<file path="src/rtl/uart_rx_core_if.sv">
`default_nettype none
// ============================================================================
//  Module   : uart_rx_core_if
//  Brief    : Byte output handshake and status strobes of the UART receiver.
//  Revision : 1.0  initial release
// ============================================================================
interface uart_rx_core_if;
    logic [7:0] rx_data;
    logic       rx_valid;
    logic       rx_ready;
    logic       busy;
    logic       frame_err;
    logic       overrun;
    logic       parity_err;

    modport master (
        output rx_data, rx_valid, busy, frame_err, overrun, parity_err,
        input  rx_ready
    );

    modport slave (
        input  rx_data, rx_valid, busy, frame_err, overrun, parity_err,
        output rx_ready
    );
endinterface
`default_nettype wire

</file>
<file path="src/rtl/uart_rx_core.sv">
`default_nettype none
// ============================================================================
//  Module   : uart_rx_core
//  Brief    : 16x-oversampled UART receiver (8N1, or 8E1 when
//             UART_RX_PARITY_EN is defined) with a one-entry output register.
//  Revision : 1.0  initial release
// ============================================================================
module uart_rx_core #(
    parameter int CLK_FREQ = 100_000_000,
    parameter int BAUD     = 9600,
    parameter int OVS      = 16
) (
    input  wire            clk,
    input  wire            reset,
    input  wire            rx,
    uart_rx_core_if.master rx_if
);

    localparam int c_div   = CLK_FREQ / (BAUD * OVS);
    localparam int c_cnt_w = (c_div > 1) ? $clog2(c_div) : 1;
    localparam int c_smp_w = $clog2(OVS);
    localparam logic [c_cnt_w-1:0] c_tick_max = c_cnt_w'(c_div - 1);
    localparam logic [c_smp_w-1:0] c_smp_a    = c_smp_w'(OVS / 2 - 1);
    localparam logic [c_smp_w-1:0] c_smp_b    = c_smp_w'(OVS / 2);
    localparam logic [c_smp_w-1:0] c_smp_c    = c_smp_w'(OVS / 2 + 1);
    localparam logic [c_smp_w-1:0] c_smp_last = c_smp_w'(OVS - 1);

    typedef enum logic [2:0] {
        S_IDLE   = 3'd0,
        S_START  = 3'd1,
        S_DATA   = 3'd2,
        S_PARITY = 3'd3,
        S_STOP   = 3'd4
    } state_t;

    state_t               r_state;
    state_t               w_state_nxt;
    logic                 r_rx_meta, r_rx_sync, r_rx_prev;
    logic [1:0]           r_settle;
    logic                 r_armed;
    logic [c_cnt_w-1:0]   r_tick_cnt;
    logic [c_smp_w-1:0]   r_smp_cnt;
    logic                 r_s_a, r_s_b;
    logic [7:0]           r_shift;
    logic [2:0]           r_bit_cnt;
    logic [7:0]           r_rx_data;
    logic                 r_rx_valid;
    logic                 r_frame_err;
    logic                 r_overrun;
    logic                 w_fall, w_tick, w_vote;
    logic                 w_start, w_deliver, w_ferr;
`ifdef UART_RX_PARITY_EN
    logic                 r_par;
    logic                 r_parity_err;
    logic                 w_perr;
    logic                 w_par_bad;
    assign w_par_bad = ^{r_shift, r_par};
`endif

    // Edges are only trusted once the line has been seen idle after reset,
    // so a frame already in flight at reset release is not picked up.
    assign w_fall = r_armed & r_rx_prev & ~r_rx_sync;
    assign w_tick = (r_tick_cnt == c_tick_max);
    assign w_vote = (r_s_a & r_s_b) | (r_s_a & r_rx_sync) | (r_s_b & r_rx_sync);

    always_ff @(posedge clk or posedge reset) begin
        if (reset) begin
            r_rx_meta <= 1'b1;
            r_rx_sync <= 1'b1;
            r_rx_prev <= 1'b1;
            r_settle  <= 2'd0;
            r_armed   <= 1'b0;
        end else begin
            r_rx_meta <= rx;
            r_rx_sync <= r_rx_meta;
            r_rx_prev <= r_rx_sync;
            if (r_settle != 2'd3) r_settle <= r_settle + 2'd1;
            if (r_settle == 2'd3 && r_rx_sync) r_armed <= 1'b1;
        end
    end

    always_ff @(posedge clk or posedge reset) begin
        if (reset) r_state <= S_IDLE;
        else       r_state <= w_state_nxt;
    end

    always_comb begin
        w_state_nxt = r_state;
        w_start     = 1'b0;
        w_deliver   = 1'b0;
        w_ferr      = 1'b0;
`ifdef UART_RX_PARITY_EN
        w_perr      = 1'b0;
`endif
        case (r_state)
            S_IDLE: begin
                if (w_fall) begin
                    w_start     = 1'b1;
                    w_state_nxt = S_START;
                end
            end
            S_START: begin
                if (w_tick && r_smp_cnt == c_smp_a && r_rx_sync) w_state_nxt = S_IDLE;
                else if (w_tick && r_smp_cnt == c_smp_last)      w_state_nxt = S_DATA;
            end
            S_DATA: begin
                if (w_tick && r_smp_cnt == c_smp_last && r_bit_cnt == 3'd7) begin
`ifdef UART_RX_PARITY_EN
                    w_state_nxt = S_PARITY;
`else
                    w_state_nxt = S_STOP;
`endif
                end
            end
`ifdef UART_RX_PARITY_EN
            S_PARITY: begin
                if (w_tick && r_smp_cnt == c_smp_last) w_state_nxt = S_STOP;
            end
`endif
            S_STOP: begin
                if (w_tick && r_smp_cnt == c_smp_c) begin
                    w_state_nxt = S_IDLE;
                    if (!w_vote)        w_ferr    = 1'b1;
`ifdef UART_RX_PARITY_EN
                    else if (w_par_bad) w_perr    = 1'b1;
`endif
                    else                w_deliver = 1'b1;
                end
            end
            default: w_state_nxt = S_IDLE;
        endcase
    end

    always_ff @(posedge clk or posedge reset) begin
        if (reset) begin
            r_tick_cnt <= '0;
            r_smp_cnt  <= '0;
            r_s_a      <= 1'b1;
            r_s_b      <= 1'b1;
            r_shift    <= 8'h00;
            r_bit_cnt  <= 3'd0;
`ifdef UART_RX_PARITY_EN
            r_par      <= 1'b0;
`endif
        end else begin
            if (w_start || w_tick) r_tick_cnt <= '0;
            else                   r_tick_cnt <= r_tick_cnt + 1'b1;

            if (w_start) begin
                r_smp_cnt <= '0;
                r_bit_cnt <= 3'd0;
            end else if (w_tick) begin
                r_smp_cnt <= (r_smp_cnt == c_smp_last) ? '0 : r_smp_cnt + 1'b1;
                if (r_smp_cnt == c_smp_a) r_s_a <= r_rx_sync;
                if (r_smp_cnt == c_smp_b) r_s_b <= r_rx_sync;
                if (r_state == S_DATA && r_smp_cnt == c_smp_c)    r_shift   <= {w_vote, r_shift[7:1]};
                if (r_state == S_DATA && r_smp_cnt == c_smp_last) r_bit_cnt <= r_bit_cnt + 3'd1;
`ifdef UART_RX_PARITY_EN
                if (r_state == S_PARITY && r_smp_cnt == c_smp_c)  r_par     <= w_vote;
`endif
            end
        end
    end

    // A byte arriving while the register is full is dropped unless the
    // consumer is taking the old one in the same cycle.
    always_ff @(posedge clk or posedge reset) begin
        if (reset) begin
            r_rx_data    <= 8'h00;
            r_rx_valid   <= 1'b0;
            r_frame_err  <= 1'b0;
            r_overrun    <= 1'b0;
`ifdef UART_RX_PARITY_EN
            r_parity_err <= 1'b0;
`endif
        end else begin
            r_frame_err  <= w_ferr;
            r_overrun    <= 1'b0;
`ifdef UART_RX_PARITY_EN
            r_parity_err <= w_perr;
`endif
            if (w_deliver) begin
                if (!r_rx_valid || rx_if.rx_ready) begin
                    r_rx_data  <= r_shift;
                    r_rx_valid <= 1'b1;
                end else begin
                    r_overrun  <= 1'b1;
                end
            end else if (r_rx_valid && rx_if.rx_ready) begin
                r_rx_valid <= 1'b0;
            end
        end
    end

    assign rx_if.rx_data   = r_rx_data;
    assign rx_if.rx_valid  = r_rx_valid;
    assign rx_if.busy      = (r_state != S_IDLE);
    assign rx_if.frame_err = r_frame_err;
    assign rx_if.overrun   = r_overrun;
`ifdef UART_RX_PARITY_EN
    assign rx_if.parity_err = r_parity_err;
`else
    assign rx_if.parity_err = 1'b0;
`endif

endmodule
`default_nettype wire

</file>
<file path="src/flat_wrapper.sv">
// flat-port wrapper written by rule: the top's interface ports become plain ports
module uart_rx_core_flat 
#(
    parameter int CLK_FREQ = 100_000_000,
    parameter int BAUD     = 9600,
    parameter int OVS      = 16
)
  (clk, reset, rx, rx_if_rx_data, rx_if_rx_valid, rx_if_busy, rx_if_frame_err, rx_if_overrun, rx_if_parity_err, rx_if_rx_ready);
  uart_rx_core_if rx_if_i ();
  input  wire clk;
  input  wire reset;
  input  wire rx;
  output wire logic [$bits(rx_if_i.rx_data)-1:0] rx_if_rx_data;
  output wire logic [$bits(rx_if_i.rx_valid)-1:0] rx_if_rx_valid;
  output wire logic [$bits(rx_if_i.busy)-1:0] rx_if_busy;
  output wire logic [$bits(rx_if_i.frame_err)-1:0] rx_if_frame_err;
  output wire logic [$bits(rx_if_i.overrun)-1:0] rx_if_overrun;
  output wire logic [$bits(rx_if_i.parity_err)-1:0] rx_if_parity_err;
  input wire logic [$bits(rx_if_i.rx_ready)-1:0] rx_if_rx_ready;
  assign rx_if_rx_data = rx_if_i.rx_data;
  assign rx_if_rx_valid = rx_if_i.rx_valid;
  assign rx_if_busy = rx_if_i.busy;
  assign rx_if_frame_err = rx_if_i.frame_err;
  assign rx_if_overrun = rx_if_i.overrun;
  assign rx_if_parity_err = rx_if_i.parity_err;
  assign rx_if_i.rx_ready = rx_if_rx_ready;
  uart_rx_core #(.CLK_FREQ(CLK_FREQ), .BAUD(BAUD), .OVS(OVS)) u_core (.clk(clk), .reset(reset), .rx(rx), .rx_if(rx_if_i));
endmodule
</file>
<file path="config.mk">
export PLATFORM = sky130hd
export DESIGN_NAME = uart_rx_core_flat
export DESIGN_NICKNAME = d
export VERILOG_FILES = /design/src/rtl/uart_rx_core_if.sv /design/src/rtl/uart_rx_core.sv /design/src/flat_wrapper.sv
export SDC_FILE = /design/constraint.sdc
export NUM_CORES = 1
export LEC_CHECK = 0
export ABC_AREA = 1
export BUFFER_PORTS_ARGS = -buffer_cell sky130_fd_sc_hd__buf_4
export CAP_MARGIN = 15
export CORE_MARGIN = 5
export CORE_UTILIZATION = 59
export DETAILED_ROUTE_END_ITERATION = 7
export GPL_ROUTABILITY_DRIVEN = 1
export PLACE_DENSITY = 0.79
export SLEW_MARGIN = 40
export SYNTH_ARGS = -nofsm -noshare
export SYNTH_HDL_FRONTEND = slang
export SYNTH_SLANG_ARGS = --single-unit
export TNS_END_PERCENT = 20
</file>
<file path="constraint.sdc">
create_clock -name clk -period 2.1 [get_ports clk]
set_input_delay 0.315 -clock clk [delete_from_list [all_inputs] [get_ports clk]]
set_output_delay 0.315 -clock clk [all_outputs]
set_load 0.02 [all_outputs]
</file>
==> results.toml, run 1 <==
[run_status]
outcome = "complete, no violations"

[placement]
port_buffers = 15
dp_hpwl_um = 2791
dpl_worst_slack_ns = 0.3288
detailed_place.area_um2 = 2405
routabilityCongestion = 0.7644

[grt]
grt.met1_usage_pct = 21.92
grt_overflow_total = 0
track_usage_pct = 16.76
wire_length_of_the_first_global_routing_pass_um = 6810
number_of_global_route_vias_before_repair = 1570
grt_max_degree = 48
grt_antenna_before_repair = 0
grt_util_met2_pct = 26.84
grt_most_used_layer = "met2"
grt_util_met3_pct = 4.571

[synth]
synth_area_um2 = 2262
synth-warning-count = 0
synth_sequential_area_ratio_pct = 52.27
post_synth_num_cell_types = 31
postSynthNetCount = 258
syn_avg_cell_area_um2 = 9.196
synthCells = 246
yosys_register_bits = 47
synth_top_area_share_pct = 46.46
synthDominantAreaCellType = "dfrtp_1"
synth.area.top_cells = "dfrtp_1, nand2_1, inv_1"

[sta]
final-max-slew-violation-count = 0
finalHoldViolCount = 0
fin_skew_ns = 0.007350
fin_hold_ws_ns = 0.1227
finalWorstPathRequiredPeriod_ns = 1.767
finalWorstSetupSlack_ns = 0.3328
maxSlewHeadroom_pct = 62.22
finalSetupTns_ns = 0
setup-violations-final = 0
grt_setup_unrepaired = "false"
top_achievable_clock_speed_mhz = 565.9
slew_worst_pin_ns = 0.5667
final_min_period_over_clock_period_pct = 84.15

[critical_path]
crit_path_max_fanout = 15
worst_setup_path_endpoint = "u_core.rx_if.rx_data[6]"
setup.worst_path.end_class = "flip-flop"
end_of_the_worst_register_to_register_path = "u_core.rx_if.rx_data[6]"
timing_worst_setup_path_type = "reg2reg"
critical_path.most_common_cell = "nand2_1"
critPathSlowestCell = "dfrtp_1"
startpoint_class = "flip-flop"
r2r-start = "u_core.r_tick_cnt[0]"
arrival_ns = 1.96
crit_path_cell_trace = "inv_1 -> ha_1 -> nand2_1 -> nor3_2 -> nand3_4 -> nor2_4 -> nand4_4 -> nand2_1 -> o21ai_2"
worst_path_largest_cell_delay_ns = 0.41
worst_r2r_path_depth = 9
r2r_slack_ns = 0.33
critPathLaunch = "u_core.r_tick_cnt[0]"
cp_data_required_time_ns = 2.29

[die]
die_w_um = 71.92
rows = 22
die_area_um2 = 5172
chipHeight_um = 71.92
initial_core_utilization_pct = 61.33
design.portCount = 17
core_area_um2 = 3689

[final_layout]
area.sequential_um2 = 1182
n_antenna_cell = 0
most-common-layout-cells = "nand2_1, dfrtp_1, inv_1, nor2_1"
finish.net_count = 277
filler_cell_count = 280
final_area_um2 = 2526
fin_util_pct = 68.49
drive_above_1_share_pct = 19.92
flow.area_growth_from_synthesis_pct = 11.67
final_common_cell = "nand2_1"
multi_input_comb_area_um2 = 899.6

[power_and_ir_drop]
leakage_nw = 1.227
cellPowerDensity_nw_per_um2 = 854.1
vdd_drop_max_uv = 546.2

[clock_network]
cts_tree = "built"
ctsLongestPathBuffers = 2
postCtsHoldBufs = 0
cts_repair_resize_count = 0
h-tree-depth = 2
cts_buffers = 5
cts-root-buf = "clkbuf_8"
insertion_delay_ns = 0.30
clock_sinks = 47
path_clk_slew_ns = 0.09
post_cts.repair.setup_buffers = 0

[route]
avgViaCountPerCell = 5.099
wl_final_um = 3766
routed-via-count = 1601
detail_route.iter0.violations = 92
antenna_left = 0
drcViolationCount = 0
drt_pre_antenna_iters = 4
routed_wire_length_per_instance_um = 11.99

[job]
max_cap_violations = 0

[hold_path]
min_path_type = "in2reg"
==> critical path, delay by kind of cell (launching register included) <==
kind            cells  cell delay [ns]
simple gates        6             0.93
flops               1             0.41
fa+ha+maj           1             0.18
buf+inv             1             0.07
compound gates      1             0.07
==> worst min path at each step <==
stage,start,to,cells after the start
2_1_floorplan,rx,u_core.r_rx_meta,0
6_report,rx,u_core.r_rx_meta,1
3_3_place_gp,u_core.r_rx_meta,u_core.r_rx_sync,0
3_5_place_dp,u_core.r_rx_meta,u_core.r_rx_sync,0
5_1_grt,rx,u_core.r_rx_meta,1
4_1_cts,rx,u_core.r_rx_meta,1
==> power breakdown <==
group | internal, mW | switching [mW]
clock | 0.391 | 0.300
combinational | 0.145 | 0.260
sequential | 0.983 | 0.0779
==> logic make-up after synthesis <==
group / Yosys count / synth area share (%)
buf+inv: 42 / 7.964
fa+ha+maj: 8 / 4.425
xor+xnor: 3 / 1.162
mux: 1 / 0.4978
simple gates: 117 / 26.11
compound gates: 27 / 7.411
flops: 47 / 52.27
other cells: 1 / 0.1658
==> registers in the layout, indices dropped and copies added (netlist names) <==
| register | flops |
|---|---|
| u_core.r_settle | 2 |
| u_core.rx_if.frame_err | 1 |
| u_core.r_tick_cnt | 10 |
| u_core.r_bit_cnt | 3 |
| u_core.rx_if.overrun | 1 |
| u_core.r_rx_prev | 1 |
| u_core.r_smp_cnt | 4 |
| u_core.r_rx_sync | 1 |
| u_core.r_armed | 1 |
| u_core.r_rx_meta | 1 |
| u_core.r_shift | 8 |
| u_core.r_s_a | 1 |
| u_core.rx_if.rx_data | 8 |
| u_core.r_state | 3 |
| u_core.r_s_b | 1 |
| u_core.rx_if.rx_valid | 1 |
==> cells in the mapped netlist (all sizes together) <==
cell type / number
mux2: 1
nand3: 17
conb: 1
o31ai: 1
dfrtp: 42
nor2: 28
dfstp: 5
xnor2: 1
nor3: 6
a21oi: 5
nor3b: 4
buf: 4
inv: 38
o21ai: 19
and3: 1
ha: 8
a21o: 1
nand2: 53
nand4: 8
o22ai: 1
xor2: 2
==> layer usage <==
| metal | vias up | part of all wire (%) |
|---|---|---|
| met5 | - | 0 |
| met3 | 6 | 3.1 |
| met1 | 756 | 48 |
| li1 | 822 | - |
| met4 | 0 | 1.3 |
| met2 | 17 | 48 |
==> final cells by class <==
class | count | share of cell area (%)
timing repair buffer | 16 | 4.755
multi-input combinational | 157 | 35.61
inverter | 38 | 5.646
sequential | 47 | 46.81
clock buffer | 6 | 3.269
clock inverter | 2 | 1.535
tap | 48 | 2.377
==> through the flow <==
step,power (mW),std cells
2_1_floorplan,1.388,246
3_3_place_gp,1.471,306
3_5_place_dp,1.485,306
4_1_cts,2.177,314
5_1_grt,2.301,314
6_report,2.158,314
Power figures use the tool's default switching activity.
==> run 2, diff against run 1 <==
Clock period 2.1 ns to 1.8 ns, I/O delays scaled along.
==> run 2 against run 1 <==
Net effect: final cell count rose by 1.6%; first-iteration DRC count rose by 41%; clock skew rose by 0.0096 ns; clock-buffer cell count fell by 1; via count rose by 2.2%; maximum frequency rose by 4.7%; sequential share of layout area fell by 1.9 points; sequential cell count did not move; design area rose by 4.2%; die area did not move; largest cell class unchanged.
==> results.toml, run 2 (synthesized netlist as in run 1, its figures left out) <==
[run_status]
outcome = "complete, no violations"

[sta]
final_min_period_over_clock_period_pct = 93.81
top_achievable_clock_speed_mhz = 592.2
setup-violations-final = 0
final-max-slew-violation-count = 0
finalWorstSetupSlack_ns = 0.1113
finalHoldViolCount = 0
fin_hold_ws_ns = 0.07586
fin_skew_ns = 0.01695
finalWorstPathRequiredPeriod_ns = 1.689

[power_and_ir_drop]
cell_internal_pwr_mw = 1.773
cellPowerDensity_nw_per_um2 = 981.1
clock_power_share_pct = 30.8
leakage_nw = 1.257
switching_share_pct = 31.30
vdd_drop_max_uv = 689.6
sequentialPowerShare_pct = 48.0
p_switching_mw = 0.8081
combPwrFrac_pct = 21.1

[route]
routed_wire_length_per_instance_um = 12.73
avgViaCountPerCell = 5.132
wl_final_um = 4062
antenna_left = 0
routed-via-count = 1637
detail_route.iter0.violations = 130
drt_pre_antenna_iters = 4
drcViolationCount = 0

[die]
die_area_um2 = 5172
chipHeight_um = 71.92
die_w_um = 71.92
rows = 22
core_area_um2 = 3689
design.portCount = 17
initial_core_utilization_pct = 61.33

[final_layout]
largest_reg_flops = 10
n_antenna_cell = 0
drive_above_1_share_pct = 23.25
area.sequential_um2 = 1182
flow.area_growth_from_synthesis_pct = 16.32
most-common-layout-cells = "nand2_1, dfrtp_1, inv_1, nor2_1, buf_4"
final_common_cell = "nand2_1"
filler_cell_count = 298
finish.net_count = 282
registers.top_by_ff_count = "u_core.r_tick_cnt"
multi_input_comb_area_um2 = 927.1

[job]
max_cap_violations = 0

[critical_path]
cp_data_required_time_ns = 1.99
crit_path_cell_trace = "inv_2 -> ha_4 -> nand2_1 -> nor3_2 -> nand3_4 -> nor2_4 -> nand4_4 -> buf_12 -> nand2_1 -> nand2_1"
startpoint_class = "flip-flop"
crit_path_max_fanout = 8
arrival_ns = 1.88
critPathSlowestCell = "dfrtp_1"
crit_buf_inv = 2
timing_worst_setup_path_type = "reg2reg"
worst_path_largest_cell_delay_ns = 0.41
critical_path.most_common_cell = "nand2_1"
critical_path.top_delay_family = "simple AND/OR/NAND/NOR gates"
setup.worst_path.end_class = "flip-flop"

[placement]
port_buffers = 15
routabilityCongestion = 0.8359
dp_hpwl_um = 2910
dpl_worst_slack_ns = 0.06618

[clock_network]
cts-root-buf = "clkbuf_8"
h-tree-depth = 2
cts_buffers = 5
ctsLongestPathBuffers = 2
clock_sinks = 47
path_clk_slew_ns = 0.09
cts_tree = "built"
insertion_delay_ns = 0.31

[grt]
number_of_global_route_vias_before_repair = 1625
grt_max_degree = 27
track_usage_pct = 17.41
grt_overflow_total = 0
wire_length_of_the_first_global_routing_pass_um = 7031
grt_antenna_before_repair = 0

[hold_path]
min_path_type = "in2reg"
run 2: stage by stage:
step                util (%)  area (um^2)  power (mW)  setup TNS (ns)  std cells
floorplan                  -         2262       1.619               0        246
global placement       65.54         2417       1.719               0        306
detailed placement     65.54         2417       1.737               0        306
CTS                    68.96         2544       2.542               0        315
global route           71.34         2631       2.743        -0.06677        319
finish                 71.34         2631       2.582               0        319
run 2: metal layers:
| layer | up-vias | wire (um) | track usage, % |
|---|---|---|---|
| met5 | - | 0 | 0 |
| met4 | 0 | 107 | 7.516 |
| met3 | 12 | 179 | 4.709 |
| met2 | 31 | 1947 | 28.47 |
| met1 | 768 | 1828 | 21.76 |
| li1 | 826 | - | - |
run 2: power by group through the flow:
stage	clock network, mW	logic, mW	registers [mW]
global placement	0	0.466	1.25
floorplan	0	0.382	1.24
detailed placement	0	0.480	1.26
CTS	0.822	0.485	1.24
global route	0.864	0.628	1.25
finish	0.796	0.546	1.24
run 2: path summary, 6_finish.rpt:
kind                                       from                      end  slack (ns)  cells past startpoint
setup reg to reg           u_core.r_tick_cnt[0]  u_core.rx_if.rx_data[0]        0.11                     10
max in group asynchronous                 reset  u_core.rx_if.rx_data[0]        0.79                      4
hold / removal                               rx         u_core.r_rx_meta        0.08                      1
setup / recovery           u_core.r_tick_cnt[0]  u_core.rx_if.rx_data[0]        0.11                     10
min in group asynchronous                 reset     u_core.r_tick_cnt[4]        0.53                      3
hold reg to reg                u_core.r_rx_meta         u_core.r_rx_sync        0.36                      0
run 2: final cells by class:
cell class                      count  share of cell area, %
Sequential cell                    47                  44.94
Multi-Input combinational cell    157                  35.24
Timing Repair Buffer               21                  7.703
Inverter                           38                  5.421
Clock buffer                        5                  2.615
Tap cell                           48                  2.282
Clock inverter                      3                  1.807
run 2: what timing repair did:
action / in CTS / in global routing
hold endpoints to repair: 16 / 0
setup buffers: 0 / 3
setup endpoints to repair: 0 / 28
hold buffers: 1 / 0
gates resized for setup: 0 / 8
==> run 3, diff against run 2 <==
Settings changed: MAX_ROUTING_LAYER set to met4.
==> run 3 against run 2 <==
Net effect: critical path depth unchanged; design area unchanged; combinational power about the same; largest cell class unchanged.
==> results.toml, run 3 (synthesized netlist as in run 1, its figures left out) <==
[run_status]
outcome = "complete, no violations"

[final_layout]
finish.net_count = 282
registers.top_by_ff_count = "u_core.r_tick_cnt"
largest_reg_flops = 10
most-common-layout-cells = "nand2_1, dfrtp_1, inv_1, nor2_1, buf_4"
drive_above_1_share_pct = 23.25
fin_util_pct = 71.34
final_area_um2 = 2631
flow.area_growth_from_synthesis_pct = 16.32
final_common_cell = "nand2_1"
instances_no_fill = 319
n_antenna_cell = 0

[placement]
port_buffers = 15
dp_hpwl_um = 2910
detailed_place.area_um2 = 2417
post-place-cells = 306
routabilityCongestion = 0.8488
dpl_worst_slack_ns = 0.06618

[die]
initial_core_utilization_pct = 61.33
rows = 22
die_w_um = 71.92
core_area_um2 = 3689
chipHeight_um = 71.92
design.portCount = 17
die_area_um2 = 5172

[hold_path]
min_path_type = "in2reg"
min_path_cells = 1
hold_start = "rx"
min_to = "u_core.r_rx_meta"

[clock_network]
h-tree-depth = 2
clock_sinks = 47
cts_buffers = 5
cts_tree = "built"
ctsLongestPathBuffers = 2
cts-root-buf = "clkbuf_8"
insertion_delay_ns = 0.31
path_clk_slew_ns = 0.09

[critical_path]
crit_buf_inv = 2
r2r_slack_ns = 0.11
timing_worst_setup_path_type = "reg2reg"
crit_path_cell_trace = "inv_2 -> ha_4 -> nand2_1 -> nor3_2 -> nand3_4 -> nor2_4 -> nand4_4 -> buf_12 -> nand2_1 -> nand2_1"
r2r-start = "u_core.r_tick_cnt[0]"
critical_path.most_common_cell = "nand2_1"
startpoint_class = "flip-flop"
arrival_ns = 1.88
critical_path.top_delay_family = "simple AND/OR/NAND/NOR gates"
worst_r2r_path_depth = 10
cp_data_required_time_ns = 1.99
worst_path_largest_cell_delay_ns = 0.41
end_of_the_worst_register_to_register_path = "u_core.rx_if.rx_data[0]"
critPathSlowestCell = "dfrtp_1"
crit_path_max_fanout = 8
setup.worst_path.end_class = "flip-flop"

[sta]
finalWorstSetupSlack_ns = 0.1115
finalHoldViolCount = 0
final_min_period_over_clock_period_pct = 93.81
setup-violations-final = 0
finalWorstPathRequiredPeriod_ns = 1.689
fin_skew_ns = 0.01792
final-max-slew-violation-count = 0
top_achievable_clock_speed_mhz = 592.2

[route]
wl_final_um = 4069
detail_route.iter0.violations = 137
drcViolationCount = 0
routed_wire_length_per_instance_um = 12.76
antenna_left = 0
avgViaCountPerCell = 5.113
routed-via-count = 1631
drt_pre_antenna_iters = 4

[grt]
grt_antenna_before_repair = 0
track_usage_pct = 18.00
grt_max_degree = 27
grt_overflow_total = 0
wire_length_of_the_first_global_routing_pass_um = 7058
number_of_global_route_vias_before_repair = 1620

[job]
max_cap_violations = 0

[power_and_ir_drop]
post-layout-total-power_mw = 2.583
vdd_drop_max_uv = 689.6
leakage_nw = 1.257
cellPowerDensity_nw_per_um2 = 981.7
## run 3: cell counts in the layout (fill, tap and decap cells not counted)
No cell type changed its count.
## run 3: how the worst max path moves through the flow
stage,from,end,slack (ns),depth (start not counted)
6_report,u_core.r_tick_cnt[0],u_core.rx_if.rx_data[0],0.11,10
2_1_floorplan,u_core.r_tick_cnt[0],u_core.rx_if.rx_data[1],0.24,10
5_1_grt,u_core.r_smp_cnt[0],u_core.r_state[1],-0.04,9
3_5_place_dp,u_core.r_tick_cnt[0],u_core.rx_if.rx_data[6],0.07,9
3_3_place_gp,u_core.r_tick_cnt[0],u_core.rx_if.rx_data[3],0.12,9
4_1_cts,u_core.r_tick_cnt[0],u_core.rx_if.rx_data[6],0.06,9
## run 3: timing repair
item	CTS	global route
gates resized for setup	0	8
hold buffers	1	0
endpoints found under the hold margin	16	0
endpoints found under the setup margin	0	28
setup buffers	0	3
## run 3: cell type report
class	instances	area, um^2
Sequential cell	47	1182
Fill cell	298	1057
Multi-Input combinational cell	157	927.1
Timing Repair Buffer	21	202.7
Inverter	38	142.6
Clock buffer	5	68.82
Tap cell	48	60.06
Clock inverter	3	47.55
## run 3: stage by stage
| step | hold WS, ns | TNS (ns) |
|---|---|---|
| 6_report | 0.07601 | 0 |
| 5_1_grt | 0.05099 | -0.06421 |
| 4_1_cts | 0.05861 | 0 |
| 3_5_place_dp | 0.3141 | 0 |
| 3_3_place_gp | 0.3110 | 0 |
| 2_1_floorplan | 0.2745 | 0 |
## run 3: report_power, final
group          switching, mW  total, mW  internal, mW
Sequential            0.0932       1.24          1.15
Clock                  0.376      0.797         0.421
Combinational          0.340      0.546         0.205
Total                  0.810       2.58          1.77
## run 3: worst reg2reg max path, stage by stage (launching register included)
cell and delay, ns:
dfrtp_1 0.41, inv_2 0.07, ha_4 0.14, nand2_1 0.06, nor3_2 0.21, nand3_4 0.12
nor2_4 0.15, nand4_4 0.13, buf_12 0.18, nand2_1 0.05, nand2_1 0.05
## run 3: per-layer routing
layer / share of wire [%] / vias up / GRT usage, % / routed length (um)
met5: 0 / - / - / 0
met4: 2.6 / 0 / 7.516 / 106
met3: 4.0 / 12 / 4.709 / 163
met2: 48 / 28 / 28.37 / 1937
met1: 46 / 765 / 22.03 / 1862
li1: - / 826 / - / -
